**src/rtl/push_conditioner.sv**
```systemverilog
// Conditions four raw push buttons: two-flop synchroniser, counter debounce,
// one-cycle PRESS/RELEASE pulses, a clean LEVEL and optional auto-repeat.
module push_conditioner #(
   parameter logic [19:0] DEBOUNCE_CYCLES = 20'd500000,
   parameter logic [24:0] REPEAT_DELAY    = 25'd20000000,
   parameter logic [24:0] REPEAT_PERIOD   = 25'd5000000
) (
   input  logic       CLK,
   input  logic       RSTn,
   input  logic [3:0] PUSH,
   input  logic [3:0] REPEAT_EN,
   output logic [3:0] PRESS,
   output logic [3:0] RELEASE,
   output logic [3:0] LEVEL
);

   typedef enum logic [1:0] {
      RP_IDLE   = 2'd0,
      RP_DELAY  = 2'd1,
      RP_REPEAT = 2'd2
   } rp_state_t;

   genvar gi;
   generate
      for (gi = 0; gi < 4; gi++) begin : g_btn
         logic        sync1_q;
         logic        sync2_q;
         logic        level_q;
         logic        level_d;
         logic        press_q;
         logic        press_d;
         logic        release_q;
         logic        release_d;
         logic [19:0] db_cnt_q;
         logic [19:0] db_cnt_d;
         logic [24:0] rp_cnt_q;
         logic [24:0] rp_cnt_d;
         rp_state_t   rp_state_q;
         rp_state_t   rp_state_d;
         logic        db_rise;
         logic        db_fall;
         logic        rep_pulse;

         // Debounce: the stable state flips only after a full run of disagreeing samples.
         always_comb begin
            level_d  = level_q;
            db_cnt_d = db_cnt_q + 20'd1;
            db_rise  = 1'b0;
            db_fall  = 1'b0;
            if (sync2_q == level_q) begin
               db_cnt_d = '0;
            end else if (db_cnt_q == DEBOUNCE_CYCLES - 20'd1) begin
               level_d  = sync2_q;
               db_cnt_d = '0;
               db_rise  = sync2_q;
               db_fall  = ~sync2_q;
            end
         end

         always_comb begin
            rp_state_d = rp_state_q;
            rp_cnt_d   = rp_cnt_q;
            rep_pulse  = 1'b0;
            case (rp_state_q)
               RP_IDLE: begin
                  if (db_rise && REPEAT_EN[gi]) begin
                     rp_state_d = RP_DELAY;
                     rp_cnt_d   = '0;
                  end
               end
               RP_DELAY: begin
                  if (db_fall || !REPEAT_EN[gi]) begin
                     rp_state_d = RP_IDLE;
                     rp_cnt_d   = '0;
                  end else if (rp_cnt_q == REPEAT_DELAY - 25'd1) begin
                     rep_pulse  = 1'b1;
                     rp_cnt_d   = '0;
                     rp_state_d = RP_REPEAT;
                  end else begin
                     rp_cnt_d = rp_cnt_q + 25'd1;
                  end
               end
               RP_REPEAT: begin
                  if (db_fall || !REPEAT_EN[gi]) begin
                     rp_state_d = RP_IDLE;
                     rp_cnt_d   = '0;
                  end else if (rp_cnt_q == REPEAT_PERIOD - 25'd1) begin
                     rep_pulse = 1'b1;
                     rp_cnt_d  = '0;
                  end else begin
                     rp_cnt_d = rp_cnt_q + 25'd1;
                  end
               end
               default: begin
                  rp_state_d = RP_IDLE;
                  rp_cnt_d   = '0;
               end
            endcase
         end

         // A release edge always forces IDLE first, so a repeat pulse never joins it.
         assign press_d   = db_rise | rep_pulse;
         assign release_d = db_fall;

         always_ff @(posedge CLK) begin
            if (!RSTn) begin
               sync1_q    <= 1'b0;
               sync2_q    <= 1'b0;
               level_q    <= 1'b0;
               press_q    <= 1'b0;
               release_q  <= 1'b0;
               db_cnt_q   <= '0;
               rp_cnt_q   <= '0;
               rp_state_q <= RP_IDLE;
            end else begin
               sync1_q    <= PUSH[gi];
               sync2_q    <= sync1_q;
               level_q    <= level_d;
               press_q    <= press_d;
               release_q  <= release_d;
               db_cnt_q   <= db_cnt_d;
               rp_cnt_q   <= rp_cnt_d;
               rp_state_q <= rp_state_d;
            end
         end

         assign PRESS[gi]   = press_q;
         assign RELEASE[gi] = release_q;
         assign LEVEL[gi]   = level_q;

         a_no_press_and_release : assert property (@(posedge CLK) !(press_q && release_q));
      end
   endgenerate

endmodule

```
**config.mk**
```make
export PLATFORM = sky130hd
export DESIGN_NAME = push_conditioner
export DESIGN_NICKNAME = d
export VERILOG_FILES = /design/src/rtl/push_conditioner.sv
export SDC_FILE = /design/constraint.sdc
export NUM_CORES = 1
export LEC_CHECK = 0
export CAP_MARGIN = 20
export CORE_MARGIN = 2
export CORE_UTILIZATION = 30
export DETAILED_ROUTE_END_ITERATION = 8
export DONT_BUFFER_PORTS = 1
export PLACE_DENSITY = 0.5
export SYNTH_ARGS = -nofsm -noshare
export SYNTH_HDL_FRONTEND = slang
export SYNTH_SLANG_ARGS = --single-unit
```
**constraint.sdc**
```tcl
create_clock -name CLK -period 3.24 [get_ports CLK]
set_input_delay 0.486 -clock CLK [delete_from_list [all_inputs] [get_ports CLK]]
set_output_delay 0.486 -clock CLK [all_outputs]
set_load 0.05 [all_outputs]
```
==> report_table.html, run 1 <==
<table>
<tr><th>Metric</th><th>Value</th></tr>
<tr><th colspan="2">Setup path</th></tr>
<tr><td>Reg2Reg Setup Slack</td><td>0.36 ns</td></tr>
<tr><td>Req. time, crit path</td><td>3.67 ns</td></tr>
<tr><td>Critical Path AT</td><td>3.30 ns</td></tr>
<tr><td>Type of origin of the critical path</td><td>register</td></tr>
<tr><td>Critical path peak fanout</td><td>13</td></tr>
<tr><td>FF-to-FF Start</td><td>g_btn[2].rp_cnt_q[14]</td></tr>
<tr><td>R2R cell count</td><td>7</td></tr>
<tr><td>Crit path capture type</td><td>register</td></tr>
<tr><td>WS Path Type</td><td>register to register</td></tr>
<tr><td>Start point of the critical path</td><td>g_btn[2].rp_cnt_q[14]</td></tr>
<tr><th colspan="2">Clock network</th></tr>
<tr><td>CTS hold repair buffers</td><td>0</td></tr>
<tr><td>Number of post-CTS setup repair buffers</td><td>0</td></tr>
<tr><td>Clock tree sinks</td><td>208</td></tr>
<tr><td>CTS tree</td><td>done</td></tr>
<tr><td>Number of buffers between clock root and the deepest sink</td><td>3</td></tr>
<tr><td>Number of buffers created by CTS</td><td>26</td></tr>
<tr><td>Clock Root Buffer</td><td>sky130_fd_sc_hd__clkbuf_16</td></tr>
<tr><td>Clock latency at the later pin of the worst-skew pair</td><td>0.55 ns</td></tr>
<tr><td>Post-cts repair resize count</td><td>0</td></tr>
<tr><td>Clock transition at the registers of the reported paths</td><td>0.06 ns</td></tr>
<tr><td>Total number of H-tree levels</td><td>1</td></tr>
<tr><th colspan="2">STA</th></tr>
<tr><td>Final Slew Violations</td><td>0</td></tr>
<tr><td>Achievable frequency</td><td>0.3477 GHz</td></tr>
<tr><td>Worst-case headroom to the max-slew limit</td><td>0.4078</td></tr>
<tr><td># setup viols final</td><td>0</td></tr>
<tr><td>RSZ-0062 raised after global routing</td><td>no</td></tr>
<tr><td>Tightest Pin Transition</td><td>0.8830 ns</td></tr>
<tr><td>Sum of negative setup slack</td><td>0 ns</td></tr>
<tr><td>Hold Vio Cnt, Final</td><td>0</td></tr>
<tr><td>Crit path time final</td><td>2.876 ns</td></tr>
<tr><td>Final worst clock skew</td><td>0.02562 ns</td></tr>
<tr><td>Crit share post-route</td><td>0.8878</td></tr>
<tr><th colspan="2">Detailed routing</th></tr>
<tr><td>Detailed-route via count</td><td>9453</td></tr>
<tr><td>Detailed Routing Iterations Pass 1</td><td>5</td></tr>
<tr><td>Remaining design rule violation count</td><td>0</td></tr>
<tr><td>DRC violation total after the first TritonRoute iteration</td><td>587</td></tr>
<tr><td>Post-DRT Antenna Nets</td><td>0</td></tr>
<tr><td>Routed vias/inst</td><td>5.252</td></tr>
<tr><td>Total wire length after detailed routing</td><td>25440 µm</td></tr>
<tr><td>WL per Instance</td><td>14.14 µm</td></tr>
<tr><th colspan="2">Cells and area</th></tr>
<tr><td>Layout Nets</td><td>1349</td></tr>
<tr><td>Final antenna diode count</td><td>0</td></tr>
<tr><td>Share of post-route cells with drive strength above 1</td><td>0.07842</td></tr>
<tr><td>Relative area change from synthesis to final layout</td><td>11.57%</td></tr>
<tr><td>Fin cells</td><td>1800</td></tr>
<tr><th colspan="2">Synthesis</th></tr>
<tr><td>Post-synth EDFFs</td><td>0</td></tr>
<tr><td>Top_reg_cell synth</td><td>sky130_fd_sc_hd__dfxtp_1</td></tr>
<tr><td>Async set-reset flop share out of synthesis</td><td>0</td></tr>
<tr><td>Sequential area share after synthesis</td><td>0.3834</td></tr>
<tr><td>Syn. warnings</td><td>0</td></tr>
<tr><td>Instance count of the mapped netlist</td><td>1338</td></tr>
<tr><td>Yosys top cell by area</td><td>sky130_fd_sc_hd__dfxtp_1</td></tr>
<tr><td>Flip-flop and latch count after synthesis</td><td>208</td></tr>
<tr><td>Cell area after synthesis</td><td>10860 µm²</td></tr>
<tr><td>Mean instance size in the synthesized netlist</td><td>8.118 µm²</td></tr>
<tr><td>Synth top area cells</td><td>sky130_fd_sc_hd__dfxtp_1, sky130_fd_sc_hd__nand3_1, sky130_fd_sc_hd__nand2_1, sky130_fd_sc_hd__nor2_1, sky130_fd_sc_hd__xor2_1</td></tr>
<tr><td>Post-synth cell types</td><td>73</td></tr>
<tr><td>Synth top area share</td><td>0.3834</td></tr>
<tr><td>Synth Net Count</td><td>1368</td></tr>
<tr><th colspan="2">Hold path</th></tr>
<tr><td>Worst Hold Path Cells</td><td>1</td></tr>
<tr><td>Min-delay worst type</td><td>primary input to register</td></tr>
<tr><td>Critical hold path startpoint</td><td>RSTn</td></tr>
<tr><th colspan="2">Outcome</th></tr>
<tr><td>Result of the run</td><td>complete, no violations</td></tr>
<tr><th colspan="2">Placed design</th></tr>
<tr><td>Placed insts</td><td>1752</td></tr>
<tr><td>Final Wtd Congestion</td><td>0.7818</td></tr>
<tr><td>Count of port buffers added during placement</td><td>0</td></tr>
<tr><td>Total half-perimeter wirelength after legalization and detailed placement</td><td>16810 µm</td></tr>
<tr><th colspan="2">GRT</th></tr>
<tr><td>Tot GR Track Use</td><td>0.1325</td></tr>
<tr><td>Wire length of the first global-routing pass</td><td>43490 µm</td></tr>
<tr><td>Number of antenna violations at the first check in global routing</td><td>0</td></tr>
<tr><td>Pin count of the biggest net entering global routing</td><td>54</td></tr>
<tr><td>Overall overflow remaining after global route</td><td>0</td></tr>
<tr><td>Number of global-route vias before repair</td><td>8893</td></tr>
<tr><th colspan="2">Floorplan</th></tr>
<tr><td>Height of the die</td><td>194.3 µm</td></tr>
<tr><td>Total I/O pin count</td><td>22</td></tr>
<tr><td>Floorplan die width</td><td>194.3 µm</td></tr>
<tr><td>Effective utilization at floorplan</td><td>0.3054</td></tr>
<tr><td>Floorplan die area</td><td>37740 µm²</td></tr>
<tr><td>Number of placement rows</td><td>69</td></tr>
<tr><td>Core area</td><td>35570 µm²</td></tr>
<tr><th colspan="2">Power and ir drop</th></tr>
<tr><td>P per Cell Area</td><td>448.2 nW/µm²</td></tr>
<tr><td>Leak Pwr</td><td>3.565 nW</td></tr>
<tr><td>Peak ir drop on the vdd network</td><td>418.6 µV</td></tr>
<tr><th colspan="2">Job</th></tr>
<tr><td>Number of max-cap violations</td><td>0</td></tr>
</table>
==> cell type report <==
class	count	area (µm²)
Tap cell	461	576.8
Inverter	33	123.9
Clock inverter	9	83.83
Sequential cell	208	4164
Clock buffer	39	749.5
Multi-Input combinational cell	1025	6232
Fill cell	3735	23450
Timing Repair Buffer	25	187.7
==> worst max-delay path, stage by stage, from the launching register on <==
cell and delay, ns:
sky130_fd_sc_hd__dfxtp_1 0.47, sky130_fd_sc_hd__or4b_1 0.44, sky130_fd_sc_hd__or4_1 0.48, sky130_fd_sc_hd__o41ai_4 0.51, sky130_fd_sc_hd__a21oi_1 0.33, sky130_fd_sc_hd__buf_4 0.28
sky130_fd_sc_hd__o311ai_0 0.12, sky130_fd_sc_hd__a31oi_1 0.13
==> final timing paths <==
| kind | end |
|---|---|
| setup / recovery | g_btn[2].rp_cnt_q[23] |
| hold / removal | g_btn[2].rp_cnt_q[10] |
| setup reg to reg | g_btn[2].rp_cnt_q[23] |
| hold reg to reg | g_btn[1].sync2_q |
==> placed cells by master (no fill, tap or decap), types with 5 or more instances in the layout <==
master                      instances
sky130_fd_sc_hd__dfxtp_1          208
sky130_fd_sc_hd__nand2_1          159
sky130_fd_sc_hd__nor2_1           132
sky130_fd_sc_hd__nand3_1          124
sky130_fd_sc_hd__a31oi_1           61
sky130_fd_sc_hd__or3_1             58
sky130_fd_sc_hd__xor2_1            49
sky130_fd_sc_hd__nand4_1           47
sky130_fd_sc_hd__inv_1             32
sky130_fd_sc_hd__nor3_1            32
sky130_fd_sc_hd__xnor2_1           31
sky130_fd_sc_hd__a21oi_1           30
sky130_fd_sc_hd__and2_1            29
sky130_fd_sc_hd__clkbuf_16         26
sky130_fd_sc_hd__nor4_1            25
sky130_fd_sc_hd__buf_4             25
sky130_fd_sc_hd__and4_1            23
sky130_fd_sc_hd__ha_1              20
sky130_fd_sc_hd__or4_1             16
sky130_fd_sc_hd__o21ai_0           15
sky130_fd_sc_hd__or2_2             14
sky130_fd_sc_hd__and3_1            13
sky130_fd_sc_hd__o21a_1            13
sky130_fd_sc_hd__nor4b_1            9
sky130_fd_sc_hd__o211ai_1           9
sky130_fd_sc_hd__nand3b_1           9
sky130_fd_sc_hd__nor2b_1            8
sky130_fd_sc_hd__clkbuf_1           8
sky130_fd_sc_hd__clkinv_2           6
sky130_fd_sc_hd__mux2i_1            5
sky130_fd_sc_hd__a211oi_1           5
sky130_fd_sc_hd__o31a_1             5
sky130_fd_sc_hd__clkbuf_8           5
==> synth_stat cells (all sizes together), types with 20 or more instances <==
library cell	n
dfxtp	208
nand2	159
nor2	133
nand3	124
a31oi	61
or3	58
clkbuf	52
xor2	49
nand4	47
inv	32
nor3	32
a21oi	31
xnor2	31
and2	30
nor4	25
and4	23
buf	20
ha	20
==> per-stage QoR <==
stage | worst slack (ns) | utilization | hold WS, ns | instance area (µm²) | power, mW
3_3_place_gp | 0.3992 | 0.3173 | 0.4189 | 11280 | 2.671
2_1_floorplan | 0.7270 | - | 0.4119 | 10860 | 2.665
4_1_cts | 0.3867 | 0.3407 | 0.02940 | 12120 | 5.529
3_5_place_dp | 0.3780 | 0.3173 | 0.4169 | 11280 | 2.671
5_1_grt | 0.1550 | 0.3407 | 0.05048 | 12120 | 5.653
6_report | 0.3636 | 0.3407 | 0.05875 | 12120 | 5.431
==> registers in the layout (all words and copies together) (netlist names) <==
name / count
g_btn.release_q: 4
g_btn.sync2_q: 4
g_btn.sync1_q: 4
g_btn.press_q: 4
g_btn.rp_cnt_q: 100
g_btn.level_q: 4
g_btn.rp_state_q: 8
g_btn.db_cnt_q: 80
==> power by group <==
group	leakage [nW]	switching, mW	internal, mW
combinational	1.48	0.0346	0.0118
clock	0.410	1.14	1.68
sequential	1.68	0.00356	2.56
total	3.56	1.18	4.25
==> cell families after synthesis <==
| logic type | synth area share |
|---|---|
| compound gates | 0.1254 |
| xor+xnor | 0.06451 |
| fa+ha+maj | 0.02304 |
| buf+inv | 0.04285 |
| flops | 0.3834 |
| mux | 0.007718 |
| simple gates | 0.3531 |
==> routing by layer <==
metal  GRT usage  vias up  share of wire
met5           0        -              0
met4     0.03704        0          0.020
met3     0.02296       41          0.032
met2      0.2127      124           0.45
met1      0.1824     4447           0.50
li1            -     4841              -
Power figures use the tool's default switching activity.
==> run 2, diff against run 1 <==
Settings changed: CORE_ASPECT_RATIO set to 1.4, CTS_CLUSTER_DIAMETER set to 30.
==> run 2 against run 1 <==
Net effect:
- non-clock buffer count is the same
- register-to-register slack gained 0.02 ns
- clock power grew 100%
- via count grew 2.9%
- largest cell class unchanged
- highest routed layer unchanged
==> report_table.html, run 2 (synthesis gave the netlist of run 1 again) <==
<table>
<tr><th>Metric</th><th>Value</th></tr>
<tr><th colspan="2">Power and ir drop</th></tr>
<tr><td>P per Cell Area</td><td>631.2 nW/µm² (+41%)</td></tr>
<tr><td>Leak Pwr</td><td>4.124 nW (+16%)</td></tr>
<tr><td>Peak ir drop on the vdd network</td><td>420.5 µV (+0.45%)</td></tr>
<tr><th colspan="2">Setup path</th></tr>
<tr><td>Critical Path AT</td><td>3.27 ns (-0.03 ns)</td></tr>
<tr><td>Reg2Reg Setup Slack</td><td>0.39 ns (+0.02 ns)</td></tr>
<tr><td>WS Path Type</td><td>register to register</td></tr>
<tr><td>Crit. path cell count</td><td>6 (-1)</td></tr>
<tr><td>Cell family with most CP delay</td><td>compound AO/OA/AOI/OAI gates</td></tr>
<tr><td>Worst path bufs/invs</td><td>0 (-1)</td></tr>
<tr><td>Type of origin of the critical path</td><td>register</td></tr>
<tr><td>Crit path capture type</td><td>register</td></tr>
<tr><td>Endpoint of the worst register-to-register path</td><td>g_btn[0].rp_cnt_q[17]</td></tr>
<tr><td>Start point of the critical path</td><td>g_btn[0].rp_cnt_q[18]</td></tr>
<tr><td>Capture point of the worst path</td><td>g_btn[0].rp_cnt_q[17]</td></tr>
<tr><td>Slowest library cell on the worst path</td><td>sky130_fd_sc_hd__o41ai_1</td></tr>
<tr><td>Critical path peak fanout</td><td>9 (-4)</td></tr>
<tr><td>Critical Path, Cell by Cell</td><td>or4b_1 -&gt; or4_4 -&gt; o41ai_1 -&gt; a21oi_2 -&gt; o21ai_2 -&gt; nor2_1</td></tr>
<tr><td>FF-to-FF Start</td><td>g_btn[0].rp_cnt_q[18]</td></tr>
<tr><td>R2R cell count</td><td>6 (-1)</td></tr>
<tr><td>Max stage delay on crit path</td><td>0.57 ns (+0.06 ns)</td></tr>
<tr><td>Req. time, crit path</td><td>3.66 ns (about the same)</td></tr>
<tr><th colspan="2">Detailed routing</th></tr>
<tr><td>Detailed Routing Iterations Pass 1</td><td>5 (unchanged)</td></tr>
<tr><td>Remaining design rule violation count</td><td>0 (unchanged)</td></tr>
<tr><td>Routed vias/inst</td><td>5.246 (-0.11%)</td></tr>
<tr><td>Total wire length after detailed routing</td><td>26670 µm (+4.8%)</td></tr>
<tr><td>DRC violation total after the first TritonRoute iteration</td><td>596 (+1.5%)</td></tr>
<tr><td>Detailed-route via count</td><td>9726 (+2.9%)</td></tr>
<tr><td>WL per Instance</td><td>14.39 µm (+1.8%)</td></tr>
<tr><td>Post-DRT Antenna Nets</td><td>0 (unchanged)</td></tr>
<tr><th colspan="2">Clock network</th></tr>
<tr><td>Number of buffers between clock root and the deepest sink</td><td>3 (unchanged)</td></tr>
<tr><td>Clock tree sinks</td><td>208 (unchanged)</td></tr>
<tr><td>Number of buffers created by CTS</td><td>54 (+110%)</td></tr>
<tr><td>Total number of H-tree levels</td><td>2 (+1)</td></tr>
<tr><td>CTS tree</td><td>done</td></tr>
<tr><td>Clock transition at the registers of the reported paths</td><td>0.05 ns (about the same)</td></tr>
<tr><td>Post-cts repair resize count</td><td>0 (unchanged)</td></tr>
<tr><td>Clock latency at the later pin of the worst-skew pair</td><td>0.55 ns (about the same)</td></tr>
<tr><td>CTS hold repair buffers</td><td>0 (unchanged)</td></tr>
<tr><td>Clock Root Buffer</td><td>sky130_fd_sc_hd__clkbuf_16</td></tr>
<tr><td>Number of post-CTS setup repair buffers</td><td>0 (unchanged)</td></tr>
<tr><th colspan="2">Floorplan</th></tr>
<tr><td>Height of the die</td><td>229.1 µm (+18%)</td></tr>
<tr><td>Floorplan die width</td><td>164.8 µm (-15%)</td></tr>
<tr><td>Total I/O pin count</td><td>22 (unchanged)</td></tr>
<tr><td>Core area</td><td>35700 µm² (+0.38%)</td></tr>
<tr><td>Number of placement rows</td><td>82 (+19%)</td></tr>
<tr><td>Effective utilization at floorplan</td><td>0.3042 (-0.001156)</td></tr>
<tr><td>Floorplan die area</td><td>37770 µm² (about the same)</td></tr>
<tr><th colspan="2">GRT</th></tr>
<tr><td>Pin count of the biggest net entering global routing</td><td>54 (unchanged)</td></tr>
<tr><td>Wire length of the first global-routing pass</td><td>45260 µm (+4.1%)</td></tr>
<tr><td>Tot GR Track Use</td><td>0.1421 (+0.009610)</td></tr>
<tr><td>Met1 capacity usage during global routing</td><td>0.1660 (-0.01637)</td></tr>
<tr><td>Number of global-route vias before repair</td><td>9471 (+6.5%)</td></tr>
<tr><td>Met2 capacity usage during global routing</td><td>0.2471 (+0.03439)</td></tr>
<tr><td>Number of antenna violations at the first check in global routing</td><td>0 (unchanged)</td></tr>
<tr><td>Layer with the highest usage</td><td>met2</td></tr>
<tr><td>Overall overflow remaining after global route</td><td>0 (unchanged)</td></tr>
<tr><td>Global-route met3 utilization</td><td>0.03278 (+0.009817)</td></tr>
<tr><th colspan="2">STA</th></tr>
<tr><td>RSZ-0062 raised after global routing</td><td>no</td></tr>
<tr><td>Final worst clock skew</td><td>0.01462 ns (-0.01100 ns)</td></tr>
<tr><td>Final Slew Violations</td><td>0 (unchanged)</td></tr>
<tr><td>Tightest Pin Transition</td><td>0.9222 ns (+0.03921 ns)</td></tr>
<tr><td>Crit path time final</td><td>2.852 ns (-0.02402 ns)</td></tr>
<tr><td># setup viols final</td><td>0 (unchanged)</td></tr>
<tr><td>Sum of negative setup slack</td><td>0 ns (unchanged)</td></tr>
<tr><td>Worst-case headroom to the max-slew limit</td><td>0.3852 (-0.02259)</td></tr>
<tr><td>Crit share post-route</td><td>0.8804 (-0.007413)</td></tr>
<tr><td>Hold Vio Cnt, Final</td><td>0 (unchanged)</td></tr>
<tr><td>Achievable frequency</td><td>0.3506 GHz (+0.84%)</td></tr>
<tr><td>Final worst slack</td><td>0.3876 ns (+0.02402 ns)</td></tr>
<tr><th colspan="2">Cells and area</th></tr>
<tr><td>Largest reg by FF count</td><td>g_btn.rp_cnt_q</td></tr>
<tr><td>Fin cells</td><td>1854 (+3.0%)</td></tr>
<tr><td>Relative area change from synthesis to final layout</td><td>22.32%</td></tr>
<tr><td>Commonest cells after routing, fill and taps aside</td><td>sky130_fd_sc_hd__dfxtp_1, sky130_fd_sc_hd__nand2_1, sky130_fd_sc_hd__nor2_1</td></tr>
<tr><td>Share of post-route cells with drive strength above 1</td><td>0.1135 (+0.03509)</td></tr>
<tr><td>Final antenna diode count</td><td>0 (unchanged)</td></tr>
<tr><td>Largest registers ranked by flip-flop count</td><td>g_btn.rp_cnt_q x100, g_btn.db_cnt_q x80, g_btn.rp_state_q x8</td></tr>
<tr><td>Layout Nets</td><td>1377 (+2.1%)</td></tr>
<tr><td>Final cell area excluding filler cells</td><td>13290 µm² (+9.6%)</td></tr>
<tr><td>Fill count</td><td>3664 (-1.9%)</td></tr>
<tr><td>Max FFs per register</td><td>100 (unchanged)</td></tr>
<tr><td>Most common cell after layout, fill and taps aside</td><td>sky130_fd_sc_hd__dfxtp_1</td></tr>
<tr><th colspan="2">Job</th></tr>
<tr><td>Number of max-cap violations</td><td>0 (unchanged)</td></tr>
<tr><th colspan="2">Placed design</th></tr>
<tr><td>Count of port buffers added during placement</td><td>0 (unchanged)</td></tr>
<tr><td>Setup Slack @ Placement</td><td>0.4010 ns (+0.02305 ns)</td></tr>
<tr><td>Final Wtd Congestion</td><td>0.7805 (-0.17%)</td></tr>
<tr><td>Post-placement cell area</td><td>11300 µm² (+0.12%)</td></tr>
<tr><td>Total half-perimeter wirelength after legalization and detailed placement</td><td>17710 µm (+5.4%)</td></tr>
<tr><td>Placed insts</td><td>1753 (+0.057%)</td></tr>
<tr><th colspan="2">Hold path</th></tr>
<tr><td>Min-delay worst type</td><td>primary input to register</td></tr>
<tr><th colspan="2">Outcome</th></tr>
<tr><td>Result of the run</td><td>complete, no violations</td></tr>
</table>
==> run 2: worst min-delay path by stage <==
| stage | cells after the start | slack [ns] | endpoint | from |
|---|---|---|---|---|
| finish | 1 | 0.07 | g_btn[1].sync1_q | PUSH[1] |
| global route | 1 | 0.04 | g_btn[0].rp_cnt_q[20] | RSTn |
| detailed placement | 1 | 0.42 | g_btn[3].sync2_q | g_btn[3].sync1_q |
| floorplan | 1 | 0.41 | g_btn[0].sync2_q | g_btn[0].sync1_q |
| global placement | 1 | 0.42 | g_btn[3].sync2_q | g_btn[3].sync1_q |
| CTS | 1 | 0.04 | g_btn[0].sync1_q | PUSH[0] |
==> run 2: cell type report <==
cell class / count / area, µm² / area share
Clock buffer: 74 / 1580 / 0.1189
Clock inverter: 27 / 407.9 / 0.03070
Inverter: 33 / 123.9 / 0.009323
Multi-Input combinational cell: 1025 / 6232 / 0.4691
Sequential cell: 208 / 4164 / 0.3134
Tap cell: 462 / 578.1 / 0.04351
Timing Repair Buffer: 25 / 200.2 / 0.01507
==> run 2: power breakdown <==
group | internal (mW) | switching, mW
sequential | 2.58 | 0.00406
clock | 4.16 | 1.60
combinational | 0.0150 | 0.0350
total | 6.75 | 1.64
==> run 2: through the flow <==
step	util	total power, mW	hold slack [ns]
after CTS	0.3721	8.503	0.04295
after global placement	0.3164	2.675	0.4226
after global routing	0.3721	8.655	0.04426
after detailed placement	0.3164	2.676	0.4236
after floorplan	-	2.665	0.4119
final	0.3721	8.387	0.06624
==> run 2: worst reg2reg max path, stage by stage, from the launching register on <==
cell	delay, ns
sky130_fd_sc_hd__dfxtp_1	0.34
sky130_fd_sc_hd__or4b_1	0.53
sky130_fd_sc_hd__or4_4	0.51
sky130_fd_sc_hd__o41ai_1	0.57
sky130_fd_sc_hd__a21oi_2	0.26
sky130_fd_sc_hd__o21ai_2	0.41
sky130_fd_sc_hd__nor2_1	0.10
==> run 2: per-layer routing <==
layer,part of all wire,vias to the layer above
met4,0.028,0
met2,0.49,150
met1,0.43,4601
met3,0.044,61
met5,0,-
li1,-,4914
==> run 3, diff against run 2 <==
Settings changed: CTS_BUF_LIST set to sky130_fd_sc_hd__clkbuf_8.
==> run 3 against run 2 <==
Net effect:
- clock-buffer cell count fell by 8
- via count down 0.30%
- non-clock buffer count rose by 5
- die area unchanged
- clock power down 30%
- sequential power barely moved
- critical endpoint unchanged
==> report_table.html, run 3 (synthesis gave the netlist of run 1 again) <==
<table>
<tr><th>Metric</th><th>Value</th></tr>
<tr><th colspan="2">STA</th></tr>
<tr><td>Crit share post-route</td><td>0.8783 (-0.002023)</td></tr>
<tr><td>Achievable frequency</td><td>0.3514 GHz (+0.23%)</td></tr>
<tr><td>Worst-case headroom to the max-slew limit</td><td>0.3853 (about the same)</td></tr>
<tr><td>Final Slew Violations</td><td>0 (unchanged)</td></tr>
<tr><td>RSZ-0062 raised after global routing</td><td>no</td></tr>
<tr><td>Final worst clock skew</td><td>0.02094 ns (+0.006327 ns)</td></tr>
<tr><td>Final worst slack</td><td>0.3942 ns (+0.006554 ns)</td></tr>
<tr><td>Sum of negative setup slack</td><td>0 ns (unchanged)</td></tr>
<tr><td>Hold Vio Cnt, Final</td><td>0 (unchanged)</td></tr>
<tr><td># setup viols final</td><td>0 (unchanged)</td></tr>
<tr><td>Crit path time final</td><td>2.846 ns (-0.006554 ns)</td></tr>
<tr><td>Tightest Pin Transition</td><td>0.9221 ns (-0.00006646 ns)</td></tr>
<tr><th colspan="2">Floorplan</th></tr>
<tr><td>Number of placement rows</td><td>82 (unchanged)</td></tr>
<tr><td>Floorplan die area</td><td>37770 µm² (unchanged)</td></tr>
<tr><td>Height of the die</td><td>229.1 µm (unchanged)</td></tr>
<tr><td>Core area</td><td>35700 µm² (unchanged)</td></tr>
<tr><td>Total I/O pin count</td><td>22 (unchanged)</td></tr>
<tr><td>Effective utilization at floorplan</td><td>0.3042 (unchanged)</td></tr>
<tr><td>Floorplan die width</td><td>164.8 µm (unchanged)</td></tr>
<tr><th colspan="2">Placed design</th></tr>
<tr><td>Post-placement cell area</td><td>11300 µm² (unchanged)</td></tr>
<tr><td>Total half-perimeter wirelength after legalization and detailed placement</td><td>17710 µm (unchanged)</td></tr>
<tr><td>Setup Slack @ Placement</td><td>0.4010 ns (unchanged)</td></tr>
<tr><td>Final Wtd Congestion</td><td>0.7805 (unchanged)</td></tr>
<tr><td>Count of port buffers added during placement</td><td>0 (unchanged)</td></tr>
<tr><th colspan="2">Cells and area</th></tr>
<tr><td>Final antenna diode count</td><td>0 (unchanged)</td></tr>
<tr><td>Most common cell after layout, fill and taps aside</td><td>sky130_fd_sc_hd__dfxtp_1</td></tr>
<tr><td>Largest reg by FF count</td><td>g_btn.rp_cnt_q</td></tr>
<tr><td>Layout Nets</td><td>1382 (+0.36%)</td></tr>
<tr><td>Largest registers ranked by flip-flop count</td><td>g_btn.rp_cnt_q x100, g_btn.db_cnt_q x80, g_btn.rp_state_q x8</td></tr>
<tr><td>Area taken by flip-flops and latches</td><td>4164 µm² (unchanged)</td></tr>
<tr><td>Final cell area excluding filler cells</td><td>12690 µm² (-4.5%)</td></tr>
<tr><td>Commonest cells after routing, fill and taps aside</td><td>sky130_fd_sc_hd__dfxtp_1, sky130_fd_sc_hd__nand2_1, sky130_fd_sc_hd__nor2_1</td></tr>
<tr><td>Max FFs per register</td><td>100 (unchanged)</td></tr>
<tr><td>Fill count</td><td>3737 (+2.0%)</td></tr>
<tr><td>Relative area change from synthesis to final layout</td><td>16.88%</td></tr>
<tr><td>Multi-input gate area in the final layout</td><td>6232 µm² (unchanged)</td></tr>
<tr><td>Share of post-route cells with drive strength above 1</td><td>0.1131 (-0.0004062)</td></tr>
<tr><th colspan="2">Setup path</th></tr>
<tr><td>R2R cell count</td><td>6 (unchanged)</td></tr>
<tr><td>Critical path peak fanout</td><td>9 (unchanged)</td></tr>
<tr><td>Type of origin of the critical path</td><td>register</td></tr>
<tr><td>Critical Path, Cell by Cell</td><td>or4b_1 -&gt; or4_4 -&gt; o41ai_1 -&gt; a21oi_2 -&gt; o21ai_2 -&gt; nor2_1</td></tr>
<tr><td>WS Path Type</td><td>register to register</td></tr>
<tr><td>Max stage delay on crit path</td><td>0.57 ns (about the same)</td></tr>
<tr><td>Slowest library cell on the worst path</td><td>sky130_fd_sc_hd__o41ai_1</td></tr>
<tr><td>Worst path bufs/invs</td><td>0 (unchanged)</td></tr>
<tr><td>Critical Path AT</td><td>3.30 ns (+0.03 ns)</td></tr>
<tr><td>Req. time, crit path</td><td>3.69 ns (+0.03 ns)</td></tr>
<tr><td>Cell family with most CP delay</td><td>compound AO/OA/AOI/OAI gates</td></tr>
<tr><td>Crit path capture type</td><td>register</td></tr>
<tr><td>Crit. path cell count</td><td>6 (unchanged)</td></tr>
<tr><th colspan="2">Detailed routing</th></tr>
<tr><td>DRC violation total after the first TritonRoute iteration</td><td>632 (+6.0%)</td></tr>
<tr><td>Met3 routed WL</td><td>1178 µm (-0.25%)</td></tr>
<tr><td>Routed length on met1</td><td>11610 µm (+0.55%)</td></tr>
<tr><td>Routed vias/inst</td><td>5.216 (-0.57%)</td></tr>
<tr><td>Detailed-route via count</td><td>9697 (-0.30%)</td></tr>
<tr><td>Topmost layer with routed signal wires</td><td>met4</td></tr>
<tr><td>Total wire length after detailed routing</td><td>26460 µm (-0.78%)</td></tr>
<tr><td>WL per Instance</td><td>14.24 µm (-1.0%)</td></tr>
<tr><td>Detailed Routing Iterations Pass 1</td><td>4 (-1)</td></tr>
<tr><td>Met2 Routed Length</td><td>12910 µm (-2.1%)</td></tr>
<tr><td>Remaining design rule violation count</td><td>0 (unchanged)</td></tr>
<tr><td>Post-DRT Antenna Nets</td><td>0 (unchanged)</td></tr>
<tr><th colspan="2">GRT</th></tr>
<tr><td>Wire length of the first global-routing pass</td><td>44940 µm (-0.70%)</td></tr>
<tr><td>Number of antenna violations at the first check in global routing</td><td>0 (unchanged)</td></tr>
<tr><td>Pin count of the biggest net entering global routing</td><td>50 (-7.4%)</td></tr>
<tr><td>Number of global-route vias before repair</td><td>9449 (-0.23%)</td></tr>
<tr><td>Overall overflow remaining after global route</td><td>0 (unchanged)</td></tr>
<tr><td>Tot GR Track Use</td><td>0.1407 (-0.001362)</td></tr>
<tr><th colspan="2">Job</th></tr>
<tr><td>Number of max-cap violations</td><td>0 (unchanged)</td></tr>
<tr><th colspan="2">Hold path</th></tr>
<tr><td>Worst Hold Path Cells</td><td>1 (unchanged)</td></tr>
<tr><td>Min-delay worst type</td><td>primary input to register</td></tr>
<tr><th colspan="2">Power and ir drop</th></tr>
<tr><td>Leak Pwr</td><td>3.885 nW (-5.8%)</td></tr>
<tr><td>Peak ir drop on the vdd network</td><td>333.5 µV (-21%)</td></tr>
<tr><td>P per Cell Area</td><td>523.9 nW/µm² (-17%)</td></tr>
<tr><td>Total power after layout</td><td>6.651 mW (-21%)</td></tr>
<tr><th colspan="2">Clock network</th></tr>
<tr><td>CTS tree</td><td>done</td></tr>
<tr><td>Number of buffers created by CTS</td><td>54 (unchanged)</td></tr>
<tr><td>Total number of H-tree levels</td><td>2 (unchanged)</td></tr>
<tr><td>Clock latency at the later pin of the worst-skew pair</td><td>0.59 ns (+0.04 ns)</td></tr>
<tr><td>Post-cts repair resize count</td><td>0 (unchanged)</td></tr>
<tr><td>Number of post-CTS setup repair buffers</td><td>0 (unchanged)</td></tr>
<tr><td>Number of buffers between clock root and the deepest sink</td><td>3 (unchanged)</td></tr>
<tr><td>Clock transition at the registers of the reported paths</td><td>0.06 ns (about the same)</td></tr>
<tr><td>Clock tree sinks</td><td>208 (unchanged)</td></tr>
<tr><td>CTS hold repair buffers</td><td>5 (+5)</td></tr>
<tr><td>Clock Root Buffer</td><td>sky130_fd_sc_hd__clkbuf_8</td></tr>
<tr><th colspan="2">Outcome</th></tr>
<tr><td>Result of the run</td><td>complete, no violations</td></tr>
</table>
[run 3: cell types whose count changed in the layout (fill, tap and decap cells not counted), sizes merged]
cell	previous run	this run
clkbuf	74	66
dlygate4sd3	0	5
inv	33	41
[run 3: final timing paths]
check,start,endpoint,slack (ns)
max,g_btn[0].rp_cnt_q[18],g_btn[0].rp_cnt_q[17],0.39
min,RSTn,g_btn[2].rp_cnt_q[11],0.05
max reg2reg,g_btn[0].rp_cnt_q[18],g_btn[0].rp_cnt_q[17],0.39
min reg2reg,g_btn[3].sync1_q,g_btn[3].sync2_q,0.43
[run 3: final cells by class]
type / instances / share of cell area
clock inverter: 35 / 0.03450
multi-input combinational: 1025 / 0.4909
inverter: 33 / 0.009758
clock buffer: 66 / 0.07156
sequential: 208 / 0.3280
timing repair buffer: 30 / 0.01971
tap: 462 / 0.04554
[run 3: metal layers]
| layer | vias to the layer above | GRT usage |
|---|---|---|
| li1 | 4917 | - |
| met1 | 4581 | 0.1660 |
| met2 | 136 | 0.2435 |
| met3 | 63 | 0.03223 |
| met4 | 0 | 0.05734 |
| met5 | - | 0 |
[run 3: report_power, final]
part	internal, mW	switching [mW]
registers	2.57	0.00404
logic	0.0190	0.0370
clock network	2.65	1.37
[run 3: per-stage QoR]
step,hold WS [ns],instances,util
floorplan,0.4119,1338,-
global placement,0.4226,1753,0.3164
detailed placement,0.4236,1753,0.3164
CTS,0.0008989,1859,0.3556
global route,0.01389,1859,0.3556
finish,0.05000,1859,0.3556
